File: config.mk
export PLATFORM = sky130hd
export DESIGN_NAME = sm_fetch_unit
export DESIGN_NICKNAME = d
export VERILOG_FILES = /design/src/rtl/sm_fetch_pkg.sv /design/src/rtl/sm_fetch_fifo.sv /design/src/rtl/sm_fetch_unit.sv
export SDC_FILE = /design/constraint.sdc
export NUM_CORES = 1
export LEC_CHECK = 0
export ABC_CLOCK_PERIOD_IN_PS = 9100
export CAP_MARGIN = 20
export CORE_ASPECT_RATIO = 1.2
export CORE_MARGIN = 10
export CORE_UTILIZATION = 40
export CTS_CLUSTER_SIZE = 20
export DETAILED_ROUTE_END_ITERATION = 6
export HOLD_SLACK_MARGIN = 0.02
export SYNTH_ARGS = -nofsm -noshare
export SYNTH_HDL_FRONTEND = slang
export SYNTH_SLANG_ARGS = --single-unit
export TNS_END_PERCENT = 50
File: constraint.sdc
create_clock -name clk -period 9.1 [get_ports clk]
set_clock_uncertainty 0.2 [all_clocks]
set_input_delay 1.82 -clock clk [delete_from_list [all_inputs] [get_ports clk]]
set_output_delay 1.82 -clock clk [all_outputs]
set_load 0.05 [all_outputs]
File: src/rtl/sm_fetch_pkg.sv
// Shared types and constants for the instruction-fetch front end.
package sm_fetch_pkg;

   localparam int unsigned DEF_ADDR_W = 32;
   localparam int unsigned DEF_DATA_W = 32;
   localparam int unsigned PC_STEP    = 4;

   // One prefetched instruction together with the address it was fetched from
   typedef struct packed {
      logic [DEF_ADDR_W-1:0] pc;
      logic [DEF_DATA_W-1:0] instr;
   } fetch_entry_t;

endpackage

File: src/rtl/sm_fetch_fifo.sv
// Prefetch FIFO of fetch entries; flush empties it in one cycle, reset also
// loads every slot with RESET_ENTRY so the head reads a known value.
module sm_fetch_fifo
   import sm_fetch_pkg::*;
#(
   parameter int unsigned  DEPTH       = 4,
   parameter fetch_entry_t RESET_ENTRY = '0
) (
   input  logic                         clk,
   input  logic                         rst_p,
   input  logic                         push,
   input  fetch_entry_t                 push_data,
   input  logic                         pop,
   input  logic                         flush,
   output fetch_entry_t                 head,
   output logic                         full,
   output logic                         empty,
   output logic [$clog2(DEPTH+1)-1:0]   count
);

   localparam int unsigned PTR_W = $clog2(DEPTH);
   localparam int unsigned CNT_W = $clog2(DEPTH+1);

   fetch_entry_t     mem [DEPTH];
   logic [PTR_W-1:0] wr_ptr;
   logic [PTR_W-1:0] rd_ptr;
   logic             do_push;
   logic             do_pop;

   assign do_push = push && !flush;
   assign do_pop  = pop && !flush && (count != '0);

   assign head  = mem[rd_ptr];
   assign full  = (count == CNT_W'(DEPTH));
   assign empty = (count == '0);

   // Storage, pointers and occupancy; flush wins over push and pop
   always_ff @(posedge clk) begin
      if (rst_p) begin
         for (int unsigned i = 0; i < DEPTH; i++) begin
            mem[i] <= RESET_ENTRY;
         end
         wr_ptr <= '0;
         rd_ptr <= '0;
         count  <= '0;
      end else if (flush) begin
         wr_ptr <= '0;
         rd_ptr <= '0;
         count  <= '0;
      end else begin
         if (do_push) begin
            mem[wr_ptr] <= push_data;
            wr_ptr      <= wr_ptr + PTR_W'(1);
         end
         if (do_pop) begin
            rd_ptr <= rd_ptr + PTR_W'(1);
         end
         count <= count + CNT_W'(do_push) - CNT_W'(do_pop);
      end
   end

endmodule

File: src/rtl/sm_fetch_unit.sv
// Pipelined instruction fetch: credit-limited requests to a variable-latency
// memory, in-order responses buffered with their PC, redirect flush/restart.
module sm_fetch_unit
   import sm_fetch_pkg::*;
#(
   parameter int unsigned       ADDR_W   = DEF_ADDR_W,
   parameter int unsigned       DATA_W   = DEF_DATA_W,
   parameter int unsigned       DEPTH    = 4,
   parameter logic [ADDR_W-1:0] RESET_PC = '0
) (
   input  logic              clk,
   input  logic              rst_p,
   output logic              imem_req_valid,
   input  logic              imem_req_ready,
   output logic [ADDR_W-1:0] imem_req_addr,
   input  logic              imem_rsp_valid,
   input  logic [DATA_W-1:0] imem_rsp_data,
   input  logic              redirect_valid,
   input  logic [ADDR_W-1:0] redirect_pc,
   output logic              instr_valid,
   input  logic              instr_ready,
   output logic [DATA_W-1:0] instr_data,
   output logic [ADDR_W-1:0] instr_pc,
   output logic [ADDR_W-1:0] instr_pc_plus4,
   output logic [ADDR_W-1:0] instr_pc_plus8
);

   localparam int unsigned  CNT_W = $clog2(DEPTH+1);
   localparam int unsigned  SUM_W = CNT_W + 2;
   localparam fetch_entry_t RESET_ENTRY = '{pc: DEF_ADDR_W'(RESET_PC), instr: '0};

   logic [ADDR_W-1:0] fetch_pc;
   logic [ADDR_W-1:0] rsp_pc;
   logic [CNT_W-1:0]  occ;
   logic [CNT_W-1:0]  inflight;
   logic [CNT_W-1:0]  drop;
   logic [SUM_W-1:0]  outstanding;
   logic [ADDR_W-1:0] redirect_base;
   logic              redirect_lsb_unused;
   logic              credit;
   logic              req_fire;
   logic              rsp_kept;
   logic              rsp_drop;
   logic              fifo_pop;
   logic              fifo_full;
   logic              fifo_empty;
   fetch_entry_t      push_entry;
   fetch_entry_t      head_entry;

   // Every slot is reserved for a buffered, live or to-be-discarded word
   assign outstanding = SUM_W'(occ) + SUM_W'(inflight) + SUM_W'(drop);
   assign credit      = outstanding < SUM_W'(DEPTH);

   assign redirect_base       = {redirect_pc[ADDR_W-1:2], 2'b00};
   assign redirect_lsb_unused = ^redirect_pc[1:0];

   assign imem_req_valid = credit && !redirect_valid && !rst_p;
   assign imem_req_addr  = fetch_pc;
   assign req_fire       = imem_req_valid && imem_req_ready;

   // A response in the redirect cycle belongs to the old stream
   assign rsp_kept = imem_rsp_valid && (drop == '0) && !redirect_valid;
   assign rsp_drop = imem_rsp_valid && (drop != '0);
   assign fifo_pop = instr_valid && instr_ready && !redirect_valid;

   assign push_entry = '{pc: DEF_ADDR_W'(rsp_pc), instr: DEF_DATA_W'(imem_rsp_data)};

   // Fetch/response PCs and the live/discard request counters
   always_ff @(posedge clk) begin
      if (rst_p) begin
         fetch_pc <= RESET_PC;
         rsp_pc   <= RESET_PC;
         inflight <= '0;
         drop     <= '0;
      end else if (redirect_valid) begin
         fetch_pc <= redirect_base;
         rsp_pc   <= redirect_base;
         inflight <= '0;
         drop     <= drop + inflight - CNT_W'(imem_rsp_valid);
      end else begin
         if (req_fire) begin
            fetch_pc <= fetch_pc + ADDR_W'(PC_STEP);
         end
         if (rsp_kept) begin
            rsp_pc <= rsp_pc + ADDR_W'(PC_STEP);
         end
         inflight <= inflight + CNT_W'(req_fire) - CNT_W'(rsp_kept);
         if (rsp_drop) begin
            drop <= drop - CNT_W'(1);
         end
      end
   end

   sm_fetch_fifo #(
      .DEPTH       (DEPTH),
      .RESET_ENTRY (RESET_ENTRY)
   ) u_fifo (
      .clk       (clk),
      .rst_p     (rst_p),
      .push      (rsp_kept),
      .push_data (push_entry),
      .pop       (fifo_pop),
      .flush     (redirect_valid),
      .head      (head_entry),
      .full      (fifo_full),
      .empty     (fifo_empty),
      .count     (occ)
   );

   assign instr_valid    = !fifo_empty;
   assign instr_data     = DATA_W'(head_entry.instr);
   assign instr_pc       = ADDR_W'(head_entry.pc);
   assign instr_pc_plus4 = instr_pc + ADDR_W'(PC_STEP);
   assign instr_pc_plus8 = instr_pc + ADDR_W'(2 * PC_STEP);

   // Credit accounting must never let a response find the FIFO full
   a_no_overflow: assert property (@(posedge clk) disable iff (rst_p) !(rsp_kept && fifo_full));

endmodule

Yosys cells after proc, flatten, opt, wreduce, memory -nomap -nowiden
Memory sizes are Yosys's and may differ from the RTL's. A register that Yosys moved wholly into a read port is not among the register bits.
Cells that the tools add are included.
- latch bits: 0
- word-level logic and storage cells: 66
- bits in writable memories: 256
- memory bits (read-only): 0
- output and inout port bits: 162
- input bits: 70
- memories: 1
- register bits: 77
- memories (memory ; depth ; bits a word ; rd ports ; clocked after Yosys merged registers in ; wr ports ; RTL line ; RTL):
    u_fifo.mem ; 4 ; 64 ; 1 ; 1 ; 4 ; sm_fetch_fifo.sv:24 ; fetch_entry_t mem [DEPTH];
- shift operators: 0
- reductions and logical operators: 23
- eq/ne operators: 0
- add/sub/neg operators: 15
- div/mod/pow operators: 0
- $mul: 0
- bitwise operators: 0
- multiplexer cells: 17
- $lt $le $gt $ge: 1
- operators by type and width (kind ; number):
    two-way mux 32 bit ; 4
    adder 32 x 3 -> 32 bit (second input constant) ; 3
    two-way mux 64 bit ; 1
    OR reduction 64 bit ; 1
    adder 32 x 4 -> 32 bit (second input constant) ; 1
    logical AND 1 bit ; 11
    subtractor 3 x 1 -> 3 bit ; 3
    two-way mux 1 bit ; 7
    adder 3 x 1 -> 3 bit ; 2
    logical NOT 3 bit ; 2
    two-way mux 2 bit ; 3
    two-way mux 3 bit ; 2
    nonzero test 2 bit ; 3
    nonzero test 3 bit ; 2
    adder 4 x 3 -> 5 bit ; 1
    less-than comparator 5 x 3 -> 1 bit (second input constant) ; 1
    adder 2 x 1 -> 2 bit (second input constant) ; 2
    adder 3 x 3 -> 4 bit ; 1
    adder 3 bit ; 1
    logical NOT 1 bit ; 3
    subtractor 3 x 1 -> 3 bit (second input constant) ; 1
    OR reduction 2 bit ; 1

Depth between registers and ports, before layout
Gate-level depths: netlist of the first run.
- word-level depth: 10
- gate-level depth with buffers: 15
- gate-level depth less buffers: 14

Cells and area by module
From an unflattened synthesis of the first run, not the netlist that was laid out.
- cell total of the unflattened synthesis: 1412
- area, all modules: 16963.8 µm²
- by module, submodules not included (module ; instances ; area an instance (µm²) ; cells each ; sequential area each (µm²)):
    sm_fetch_fifo ; 1 ; 11895.2 ; 753 ; 7867.5
    sm_fetch_unit ; 1 ; 5068.6 ; 659 ; 1321.3

Least setup slack after synthesis of the first run
Ideal clock, no wire load.
- kind: input port to flip-flop
- from: input port redirect_valid
- to: memory u_fifo.mem[0][0] (netlist bit), enable pin
- path slack: 1497 ps
- stages: 3
- arrival: 6829 ps
- data required time: 8326 ps
- setup time: 574 ps
- cells stage by stage: buf_2 > clkbuf_1 > o31ai_1
- RTL lines (what ; RTL line ; RTL):
    start: declaration ; sm_fetch_unit.sv:18 ; input logic redirect_valid,
    end: declaration ; sm_fetch_fifo.sv:24 ;

==> flow_summary.yaml, run 1 <==
grt:
  grt_pass1_wl_mm: 65.4
  grt_max_degree: 73
  grt_overflow: 0
  antenna_found_initial: 0
  grt_pass1_vias: 11175
  grt_usage: 0.171
yosys:
  avgSynthCellArea_um2: 11.6
  ys.flop_type: "edfxtp_1"
  ys_ff_latch: 323
  synth_area_um2: 15900
  synth_top_area_frac: 0.469
  syn_inst: 1375
  ys_seq_area_frac: 0.563
  synth_area_leaders: "edfxtp_1, dfxtp_1, mux4_2"
  yosysMostFrequentCell: "edfxtp_1"
  synth-async-reset-ratio: 0
  yosysUniqueCellTypes: 68
  ys_top_cells_by_count: "edfxtp_1, nor2_1, nand2_1, inv_1, xnor2_1"
  synth_edf_count: 248
  yosys_warnings: 0
  synth_top_cell_by_area: "edfxtp_1"
route:
  routed_via_density: 5.25
  vias: 11106
  drc: 0
  dr.first_iter.drc_count: 752
  ant_nets: 0
  firstDrtPassIters: 6
  drt_wl_total_mm: 42.2
  wl_per_cell_um: 20.0
setup_path:
  reg2reg_to: "inflight[2]$_SDFF_PP0_"
  cp-start-kind: "flop"
  cp.required_ps: 7080
  endpoint_kind: "primary output"
  critPathArrivalTime_ps: 4680
  criticalPathCategory: "flop to primary output"
  rr_worst_depth: 15
  reg2reg_from: "u_fifo.count[1]$_SDFF_PP0_"
  cp_max_fo: 42
  reg2reg_slack_ps: 4750
power_and_ir_drop:
  leakage_nw: 7.12
  peakVddDrop_mv: 0.105
  power_per_cell_area_nw_per_um2: 205
  power_w: 0.00403
clock_tree:
  cts_buffer_depth: 3
  htreeDepth: 2
  post_cts_resized: 0
  numCtsBuffers: 35
  cts_num_sinks: 323
  cts_setup_buffers: 0
  cts_tree: "built"
  ctsHoldBuffers: 0
  worstSkewPairLatency_ps: 530
  root_buffer: "clkbuf_16"
  clkTransAtPathRegs_ps: 60
final_layout:
  fin_nets: 1653
  drive_gt1_frac: 0.101
  fill_cells: 3524
  syn_to_final_growth_pct: 24.1
  n_antenna_cell: 0
  stdcell_area_um2: 19700
sta:
  maxSlewViolCount: 0
  rsz0062_at_grt: "no"
  setup-violations-final: 0
  finalHoldViolCount: 0
  max-slew-margin-rel: 0.295
  max_freq_ghz: 0.149
  worst_pin_slew_ps: 1050
  tns_ps: 0
  min_period_over_period: 0.736
  fin_crit_ps: 6700
placed_design:
  placed_cell_area_um2: 18500
  hpwlAfterDp_mm: 27.2
  placement.io_buffers: 221
  gp_congestion: 0.816
floorplanning:
  initial_core_util: 0.407
  dieWidth_um: 202
  pin_count: 232
  die_h_um: 238
  core-area_um2: 39000
  die-area_um2: 48100
  rows: 79
outcome:
  status: "finished clean"
min_path:
  hold_path_class: "flop to flop"
  holdPathStages: 2
  hold_end: "imem_req_addr[8]$_SDFFE_PP0P_"
  hp-start: "imem_req_addr[8]$_SDFFE_PP0P_"
job:
  drv_cap: 0
-- kinds of logic after synthesis --
family                   count (synthesis)  share of synthesized area
XOR/XNOR                                94                     0.0518
flip-flops                             323                      0.563
buffers and inverters                  192                     0.0535
AND/OR/NAND/NOR                        550                      0.161
other                                    1                   0.000236
multiplexers                            73                     0.0949
AO/OA/AOI/OAI                          120                     0.0556
adder cells (fa/ha/maj)                 22                     0.0202
-- worst max-delay path by stage --
stage,from,cells past startpoint,to
floorplan,redirect_valid,3,u_fifo.mem[0][0]$_SDFFCE_PN0P_
global placement,flop,7,instr_pc_plus8[27]
detailed placement,flop,7,instr_pc_plus4[17]
CTS,flop,7,instr_pc_plus4[17]
global route,flop,7,instr_pc_plus8[27]
finish,flop,7,instr_pc_plus4[17]
-- sequential cells by signal, summed over array words and instances, names as in the netlist, named ones only --
signal,flops
u_fifo.wr_ptr,2
u_fifo.count,3
u_fifo.mem,248
drop,3
imem_req_addr,30
inflight,3
u_fifo.rd_ptr,2
rsp_pc,30
-- power breakdown --
| group | leakage (nW) | switching (W) | internal, W | total [W] |
|---|---|---|---|---|
| Combinational | 3.33 | 0.000525 | 0.000258 | 0.000783 |
| Sequential | 3.19 | 0.0000467 | 0.00168 | 0.00173 |
| Clock | 0.602 | 0.000587 | 0.000935 | 0.00152 |
| Total | 7.12 | 0.00116 | 0.00287 | 0.00403 |
-- critical path, cell delays in order (launching register included) --
cell and delay (ps):
dfxtp_4 950, buf_4 530, mux4_2 470, nand3_2 190, nor2_1 690, nand4_1 220
xnor2_1 230, clkdlybuf4s50_1 840
-- metal layers --
metal | GRT usage | wire length (um)
met1 | 0.230 | 18900
met2 | 0.279 | 20000
met3 | 0.0312 | 2590
met4 | 0.0422 | 699
met5 | 0 | 0
-- per-stage QoR --
step / util / hold WS [ps] / instances / setup slack, ps
after CTS: 0.505 / 287 / 2114 / 2230
after floorplan: - / 285 / 1382 / 1500
after detailed placement: 0.473 / 274 / 2050 / 2790
after global placement: 0.473 / 283 / 2050 / 2820
final: 0.505 / 285 / 2114 / 2400
after global routing: 0.505 / 333 / 2114 / 1950
-- cell usage in the layout (no fill, tap or decap), types with 20 or more instances in the layout --
cell             count
a211oi_1            20
clkbuf_16           36
clkdlybuf4s50_1    219
dfxtp_1             73
edfxtp_1           248
inv_1               96
mux4_2              62
nand2_1            142
nand3_1             47
nand4_1             29
nor2_1             230
xnor2_1             77
-- layout make-up --
| class | count | area, um2 | share of cell area |
|---|---|---|---|
| multi-input combinational | 867 | 6190 | 0.314 |
| timing repair buffer | 235 | 2310 | 0.117 |
| tap | 526 | 658 | 0.0334 |
| clock inverter | 23 | 308 | 0.0156 |
| inverter | 99 | 372 | 0.0188 |
| sequential | 323 | 8950 | 0.454 |
| clock buffer | 41 | 930 | 0.0472 |
Note: power is estimated with default switching activity, not from simulation.
==> run 2, diff against run 1 <==
--- a/config.mk
+++ b/config.mk
@@ -5,7 +5,7 @@
 export SDC_FILE = /design/constraint.sdc
 export NUM_CORES = 1
 export LEC_CHECK = 0
-export ABC_CLOCK_PERIOD_IN_PS = 9100
+export ABC_CLOCK_PERIOD_IN_PS = 6500
 export CAP_MARGIN = 20
 export CORE_ASPECT_RATIO = 1.2
 export CORE_MARGIN = 10
==> constraint.sdc (replaced) <==
create_clock -name clk -period 6.5 [get_ports clk]
set_clock_uncertainty 0.2 [all_clocks]
set_input_delay 1.3 -clock clk [delete_from_list [all_inputs] [get_ports clk]]
set_output_delay 1.3 -clock clk [all_outputs]
set_load 0.05 [all_outputs]
==> run 2 against run 1 <==
Compared with the run above:
- combinational power is 40% higher
- non-clock buffer count increased by 4
- cell count rose by 0.19%
- hold slack improved by 1.7 ps
- global-route usage is essentially flat
- utilization decreased by 0.44 points
- clock power is 20% higher
- register-to-register slack worse by 2600 ps
- sequential share of layout area is 0.40 points higher
- critical path type unchanged
- critical endpoint is now instr_pc_plus8[31]
==> flow_summary.yaml, run 2 (synthesis gave the netlist of run 1 again) <==
setup_path:
  endpoint_kind: "primary output"
  cp_max_fo: 32
  criticalPathCategory: "flop to primary output"
  cp-start-kind: "flop"
  cp.required_ps: 5000
  critPathArrivalTime_ps: 4090
final_layout:
  layout_commonest_cell: "edfxtp_1"
  largest_reg_flops: 248
  multi_input_area_um2: 6190
  n_antenna_cell: 0
  largest_register: "u_fifo.mem"
  layoutNonFillerInstCount: 2118
  layout_common_cells: "edfxtp_1, nor2_1, clkdlybuf4s50_1"
  fill_cells: 3522
  fin_nets: 1657
  ff_latch_area_um2: 8950
  drive_gt1_frac: 0.0955
  syn_to_final_growth_pct: 23.0
  final_util: 0.501
power_and_ir_drop:
  p_int_w: 0.00375
  p_switching_w: 0.00160
  pwr-share-comb: 0.206
  p_seq_frac: 0.452
  clkPwrFrac: 0.342
  peakVddDrop_mv: 0.129
  sw_frac_of_total: 0.300
  power_per_cell_area_nw_per_um2: 274
  leakage_nw: 7.05
clock_tree:
  root_buffer: "clkbuf_16"
  cts_buffer_depth: 3
  cts_num_sinks: 323
  cts_tree: "built"
  ctsHoldBuffers: 0
  cts_setup_buffers: 0
  numCtsBuffers: 35
  worstSkewPairLatency_ps: 510
  htreeDepth: 2
  post_cts_resized: 0
  clkTransAtPathRegs_ps: 60
placed_design:
  placement.io_buffers: 221
  hpwlAfterDp_mm: 27.3
  dp.cells: 2054
  gp_congestion: 0.827
route:
  drt_wl_total_mm: 42.2
  wl_per_cell_um: 19.9
  vias: 11109
  ant_nets: 0
  firstDrtPassIters: 5
  drc: 0
  routed_via_density: 5.25
  dr.first_iter.drc_count: 604
grt:
  antenna_found_initial: 0
  grt_pass1_vias: 11269
  grt_overflow: 0
  grt_max_degree: 73
  grt_usage: 0.170
  grt_pass1_wl_mm: 65.2
sta:
  hold-worst-slack_ps: 286
  fin_crit_ps: 5590
  rsz0062_at_grt: "no"
  finalHoldViolCount: 0
  max_freq_ghz: 0.179
  tns_ps: 0
  max-slew-margin-rel: 0.339
  setup-violations-final: 0
  maxSlewViolCount: 0
  min_period_over_period: 0.860
  worst_pin_slew_ps: 992
floorplanning:
  core-area_um2: 39000
  dieWidth_um: 202
  rows: 79
  die-area_um2: 48100
  initial_core_util: 0.407
  pin_count: 232
  die_h_um: 238
outcome:
  status: "finished clean"
min_path:
  hold_path_class: "flop to flop"
job:
  drv_cap: 0
run 2: layout make-up:
cell class | count | share of cell area
multi-input cells | 867 | 0.317
clock buffers | 51 | 0.0490
clock inverters | 13 | 0.00410
repair buffers | 239 | 0.120
inverters | 99 | 0.0190
flip-flops and latches | 323 | 0.458
well taps | 526 | 0.0337
run 2: metal layers:
layer / vias to the layer above / routed length [um] / global-route usage
li1: 5274 / - / -
met2: 312 / 20300 / 0.283
met5: - / 0 / 0
met1: 5493 / 18800 / 0.226
met4: 0 / 482 / 0.0340
met3: 30 / 2720 / 0.0351
run 2: through the flow:
stage,total power (W),area (um2),setup WS [ps]
floorplan,0.00320,15900,-583
global placement,0.00356,18500,1470
detailed placement,0.00357,18500,1400
CTS,0.00541,19500,858
global route,0.00556,19500,623
finish,0.00535,19500,907
run 2: power groups by stage:
stage	clock, W	sequential (W)	combinational (W)
final	0.00183	0.00242	0.00110
after detailed placement	0	0.00246	0.00111
after global routing	0.00195	0.00243	0.00117
after global placement	0	0.00246	0.00111
after floorplan	0	0.00249	0.000711
after CTS	0.00187	0.00242	0.00111
run 2: critical path, stage by stage (launching register included):
cell	delay, ps
dfxtp_4	780
buf_4	330
mux4_2	380
nand2_1	120
nor4_4	650
nand4_1	230
xnor2_1	190
clkdlybuf4s50_1	860
run 2: final timing paths:
kind                                                     from                             to  slack (ps)  depth (start not counted)
worst max-delay path                                     flop             instr_pc_plus8[31]         910                          7
worst min-delay path            imem_req_addr[8]$_SDFFE_PP0P_  imem_req_addr[8]$_SDFFE_PP0P_         290                          2
worst max register to register     u_fifo.count[1]$_SDFF_PP0_         inflight[2]$_SDFF_PP0_        2110                         15
worst min register to register  imem_req_addr[8]$_SDFFE_PP0P_  imem_req_addr[8]$_SDFFE_PP0P_         290                          2
